[src/rtl/fb_mem_arbiter.sv]
// Frame-buffer RAM arbiter: VGA reads win by default, and a starvation counter
// forces a core grant after MAX_WAIT denied cycles. Out-of-page core accesses complete locally.
module fb_mem_arbiter #(
  parameter int          ADDR_W   = 16,
  parameter int          DATA_W   = 16,
  parameter logic [7:0]  FB_PAGE  = 8'h00,
  parameter int          MAX_WAIT = 7
) (
  input  logic              clk,
  input  logic              reset,
  input  logic              core_req,
  input  logic              core_we,
  input  logic [23:0]       core_addr,
  input  logic [DATA_W-1:0] core_wdata,
  output logic              core_ack,
  output logic              core_rvalid,
  output logic [DATA_W-1:0] core_rdata,
  input  logic              vga_req,
  input  logic [ADDR_W-1:0] vga_addr,
  output logic              vga_ack,
  output logic              vga_rvalid,
  output logic [DATA_W-1:0] vga_rdata,
  output logic              mem_en,
  output logic              mem_we,
  output logic [ADDR_W-1:0] mem_addr,
  output logic [DATA_W-1:0] mem_wdata,
  input  logic [DATA_W-1:0] mem_rdata
);

  typedef enum logic [2:0] {
    TAG_NONE,
    TAG_CORE_RD,
    TAG_CORE_WR,
    TAG_VGA_RD,
    TAG_LOCAL_RD
  } tagE;

  // Core and VGA use separate tag lanes because an out-of-page core read and a VGA read can be accepted together.
  tagE        coreTag1, coreTag2, vgaTag1, vgaTag2, coreIssue;
  logic [7:0] waitCnt;
  logic       coreInFb, forceCore;

  assign coreInFb  = (core_addr[23:16] == FB_PAGE);
  assign forceCore = core_req && coreInFb && (waitCnt >= 8'(MAX_WAIT));

  always_comb begin
    core_ack = 1'b0;
    vga_ack  = 1'b0;
    if (!reset) begin
      if (core_req && !coreInFb) begin
        core_ack = 1'b1;
        vga_ack  = vga_req;
      end else if (forceCore) begin
        core_ack = 1'b1;
      end else begin
        vga_ack  = vga_req;
        core_ack = core_req && coreInFb && !vga_req;
      end
    end
  end

  always_comb begin
    coreIssue = TAG_NONE;
    if (core_ack) begin
      if (!coreInFb)
        coreIssue = core_we ? TAG_NONE : TAG_LOCAL_RD;
      else
        coreIssue = core_we ? TAG_CORE_WR : TAG_CORE_RD;
    end
  end

  always_ff @(posedge clk) begin
    if (reset) begin
      mem_en      <= 1'b0;
      mem_we      <= 1'b0;
      mem_addr    <= '0;
      mem_wdata   <= '0;
      core_rvalid <= 1'b0;
      core_rdata  <= '0;
      vga_rvalid  <= 1'b0;
      vga_rdata   <= '0;
      coreTag1    <= TAG_NONE;
      coreTag2    <= TAG_NONE;
      vgaTag1     <= TAG_NONE;
      vgaTag2     <= TAG_NONE;
      waitCnt     <= '0;
    end else begin
      mem_en <= 1'b0;
      mem_we <= 1'b0;
      if (core_ack && coreInFb) begin
        mem_en    <= 1'b1;
        mem_we    <= core_we;
        mem_addr  <= core_addr[ADDR_W-1:0];
        mem_wdata <= core_wdata;
      end else if (vga_ack) begin
        mem_en   <= 1'b1;
        mem_addr <= vga_addr;
      end

      coreTag1 <= coreIssue;
      vgaTag1  <= vga_ack ? TAG_VGA_RD : TAG_NONE;
      coreTag2 <= coreTag1;
      vgaTag2  <= vgaTag1;

      // The second tag stage lines up with mem_rdata, so the return registers capture it here.
      core_rvalid <= (coreTag2 == TAG_CORE_RD) || (coreTag2 == TAG_LOCAL_RD);
      if (coreTag2 == TAG_CORE_RD)
        core_rdata <= mem_rdata;
      else if (coreTag2 == TAG_LOCAL_RD)
        core_rdata <= '0;

      vga_rvalid <= (vgaTag2 == TAG_VGA_RD);
      if (vgaTag2 == TAG_VGA_RD)
        vga_rdata <= mem_rdata;

      if (core_ack)
        waitCnt <= '0;
      else if (core_req && coreInFb && (waitCnt != 8'hFF))
        waitCnt <= waitCnt + 8'd1;
    end
  end

endmodule

[config.mk]
export PLATFORM = sky130hd
export DESIGN_NAME = fb_mem_arbiter
export DESIGN_NICKNAME = d
export VERILOG_FILES = /design/src/rtl/fb_mem_arbiter.sv
export SDC_FILE = /design/constraint.sdc
export NUM_CORES = 1
export LEC_CHECK = 0
export CORE_ASPECT_RATIO = 0.75
export CORE_MARGIN = 5
export CORE_UTILIZATION = 41
export DETAILED_ROUTE_END_ITERATION = 7
export HOLD_SLACK_MARGIN = 0.15
export MAX_ROUTING_LAYER = met4
export PLACE_DENSITY = 0.82
export SETUP_SLACK_MARGIN = 0.1
export SYNTH_ARGS = -nofsm -noshare
export SYNTH_HDL_FRONTEND = slang
export SYNTH_SLANG_ARGS = --single-unit
[constraint.sdc]
create_clock -name clk -period 2.65 [get_ports clk]
set_input_delay 0.6625 -clock clk [delete_from_list [all_inputs] [get_ports clk]]
set_output_delay 0.6625 -clock clk [all_outputs]
set_load 0.05 [all_outputs]
==> impl_summary.md <==
Clocking
The number of hold buffers added after cts is 0. The number of buffers created by CTS is 9. The cell at the root of the clock tree is clkbuf_8. Clock latency on the worst-skew pair, taken at its later pin, is 340 ps. The total clock sinks is 83. The longest clock path from root to sink contains 2 buffers.

The clock transition at the registers of the reported paths is 80 ps. TritonCTS built the clock tree. In this run the number of H-tree levels came out at 3.

Floorplanning
From left edge to right edge, the die measures approximately 110 um. The effective utilization at floorplan is 0.4134. The total area inside the core boundary comes to 7777 sq um.

The vertical die dimension is 86.70 um. The number of I/O pins is approximately 150. The number of standard-cell rows in the floorplan is 28. The area of the die is 9732 sq um.

Yosys
The count of warnings emitted by yosys is 0. The number of synthesized register bits is 83. Ranked by instance count, the synthesized netlist is headed by dfxtp_1, nor2_1, nand2_1. The cell count after synthesis is 338.

The most used flip-flop cell after synthesis is dfxtp_1. The post-synthesis cell type count is 46. In the post-synthesis netlist, the biggest area contributors are dfxtp_1, nor2_1, mux2i_1. The combined area of all synthesized cells is roughly 3200 sq um. The post-synthesis async set-or-reset flop share is 0.

The top cell type by total area after synthesis is dfxtp_1. The synthesized netlist net count is 416. The share of the Yosys chip area taken by registers is 0.5167. The synthesized design contains 0 enable-type register cells. The share of synthesized area in the top cell type comes to 0.5167.

The average size of a mapped cell is 9.514 sq um. The most common cell in the synthesized netlist is dfxtp_1.

Final layout
The number of antenna diodes in the final layout is 0. In the final layout, the share of cells above drive strength 1 is 0.1016. Compared with the post-synthesis result, the final layout area differs by 55.37%.

Summing all multi-input logic gate instances after layout gives 1389 sq um. For this run, the share of the core covered by cells in the final layout is 0.6424. The post-route non-filler standard cell count is 597.

With fillers left out, the area of the finished cells amounts to 4996 sq um. The layout net count is 565. After filler insertion, the fill cell instance count of the layout stands at 669.

The storage element area is 1662 sq um.

STA
The highest clock rate is ~400 MHz. The share of the cycle needed by the critical path after routing is 0.9355. The final-report hold violation count is 0. The final setup violation count is 0. The clock arrives with 9.934 ps of skew. In this run the tightest slew margin relative to its limit is 0.3165. The routed design could run at a clock period as short as 2479 ps. After routing, the total negative slack on setup checks comes to 0 ps. Setup slack closes at roughly 170 ps. Setup repair after global routing left no endpoint under its margin.

The transition at the pin with the smallest max-transition slack is ~1000 ps. The max-slew violation total from the final report was 0.

Detailed routing
Summing over every cut layer, the via total after detailed routing is 2,991. The count of TritonRoute iterations in the first routing pass is 4. In the final routed layout, each cell accounts on average for 15.34 um. The initial DRC count is 183. The ratio of routed vias to standard cells is 5.010. The remaining antenna violation count after routing is 0.

Wires add up to between 9000 and 10,000 um. The count of unresolved DRC violations after routing is 0.

GRT
The largest net degree at the start of global routing is 56. The initial antenna violation count is 0. The first global-routing pass estimated 14,900 um of wire. For this run the aggregate overflow at the end of global routing stands at 0. The global-route usage over all layers is 0.1925. The number of global-route vias before repair is 3,082.

Placed design
In this run the tool buffered the top-level ports with 146 buffer cells. The final weighted congestion of routability-driven global placement is 0.8836. Once placement finished, the instance area stood at 4788 sq um. The placed wire-length estimate after detailed placement is 6614 um.

Prior to clock tree synthesis, the placed netlist has a worst setup slack of -135.6 ps. The number of cells in the design after placement is 580.

Critical path
Among all stages on the critical path, the largest delay is contributed by nor4_4. Tracing the worst setup path back leads to its startpoint at core_addr[21]. Along the worst path, the maximum fanout reaches 2. STA classifies the critical path startpoint as an input pin. The kind of end point of the critical path is an output pin. The critical path is of the in2out type. The critical path goes through clkdlybuf4s15_1 -> nor4_4 -> nand2_4 -> o31ai_4 -> inv_4 -> buf_8. The endpoint identified for the worst register-to-register timing path is mem_addr[12]$_SDFFE_PP0P_. The worst endpoint required time is 1990 ps. The delay contributed by the slowest stage of the critical path is ~350 ps.

Data on the critical path arrives at its endpoint at 1820 ps. The critical register-to-register path startpoint is waitCnt[0]$_SDFFE_PP0P_. The number of cell instances on the worst register-to-register path is 7.

The worst setup slack for register-to-register paths is 750 ps.

Pwr
The standby leakage power is roughly 0.0019 uW. The power per cell area is approximately 500 nW/um^2. The peak ir drop on the vdd network is 316.1 uV.

Hold path
The startpoint identified for the worst hold timing path is coreTag1[0]$_SDFF_PP0_. The tightest min-delay check is of the reg2reg type. The worst hold path stage count is 1.

The worst hold path terminates at coreTag2[0]$_SDFF_PP0_.

Outcome
The run finished with clean final reports.

Run
Across the run, the number of max-cap violations was 0.
==> critical path, delay by kind of cell <==
family / cells / cell delay (ps)
and+or+nand+nor: 2 / 440
AOI/OAI and AO/OA: 1 / 300
buffers and inverters: 3 / 410
==> final cells by class <==
| class | instances | area share |
|---|---|---|
| tap | 105 | 0.02630 |
| sequential | 83 | 0.3326 |
| clock buffer | 9 | 0.02479 |
| inverter | 3 | 0.002755 |
| clock inverter | 7 | 0.01628 |
| multi-input combinational | 229 | 0.2780 |
| timing repair buffer | 161 | 0.3193 |
==> worst max-delay path by stage <==
stage | endpoint | slack (ps) | cells past startpoint
2_1_floorplan | core_ack | 180 | 3
3_3_place_gp | vga_ack | -120 | 6
3_5_place_dp | vga_ack | -140 | 6
4_1_cts | core_ack | 110 | 6
5_1_grt | vga_ack | 100 | 6
6_report | vga_ack | 170 | 6
==> cells in the final DEF, fill, tap and decap left out, types with 6 or more instances in the layout <==
cell type	instances
mux2i_1	17
dfxtp_1	83
nor2b_1	6
nand2_1	45
nand3_1	8
a21oi_1	16
a22oi_1	19
clkbuf_8	9
nor2_1	56
a211oi_1	10
clkdlybuf4s50_1	135
nand3b_1	16
buf_4	13
==> cells by family after synthesis <==
family / share of synthesized area
flops: 0.5167
simple gates: 0.2222
fa+ha+maj: 0.003890
buf+inv: 0.05331
mux: 0.05292
compound gates: 0.1455
xor+xnor: 0.005448
==> metrics by stage <==
step | power, uW | hold WS [ps]
6_report | 2561 | 441.8
3_5_place_dp | 1658 | 424.7
4_1_cts | 2590 | 444.6
5_1_grt | 2675 | 448.9
2_1_floorplan | 1471 | 413.8
3_3_place_gp | 1653 | 420.5
==> power by group <==
part / switching (uW) / internal, uW
Sequential: 16.7 / 1270
Clock: 486 / 449
Combinational: 169 / 170
Total: 672 / 1890
==> state kept, by name, indices dropped and copies added, names as in the netlist <==
name,count
core_rvalid,1
vgaTag1,1
mem_en,1
mem_addr,16
coreTag1,2
waitCnt,8
vga_rvalid,1
mem_we,1
core_rdata,16
mem_wdata,16
vga_rdata,16
coreTag2,3
vgaTag2,1
==> layer usage <==
metal / wire [um] / track usage / vias to the layer above
met4: 171 / 0.05895 / 0
met2: 4352 / 0.3153 / 110
met3: 587 / 0.05164 / 15
met5: 0 / - / -
li1: - / - / 1462
met1: 4046 / 0.2345 / 1404
==> what timing repair did <==
action	4_1_cts	5_1_grt
pin swaps	3	4
setup buffers	0	1
gates cloned	0	0
setup endpoints to repair	2	2
gates resized for setup	9	9
Power figures use the tool's default switching activity.
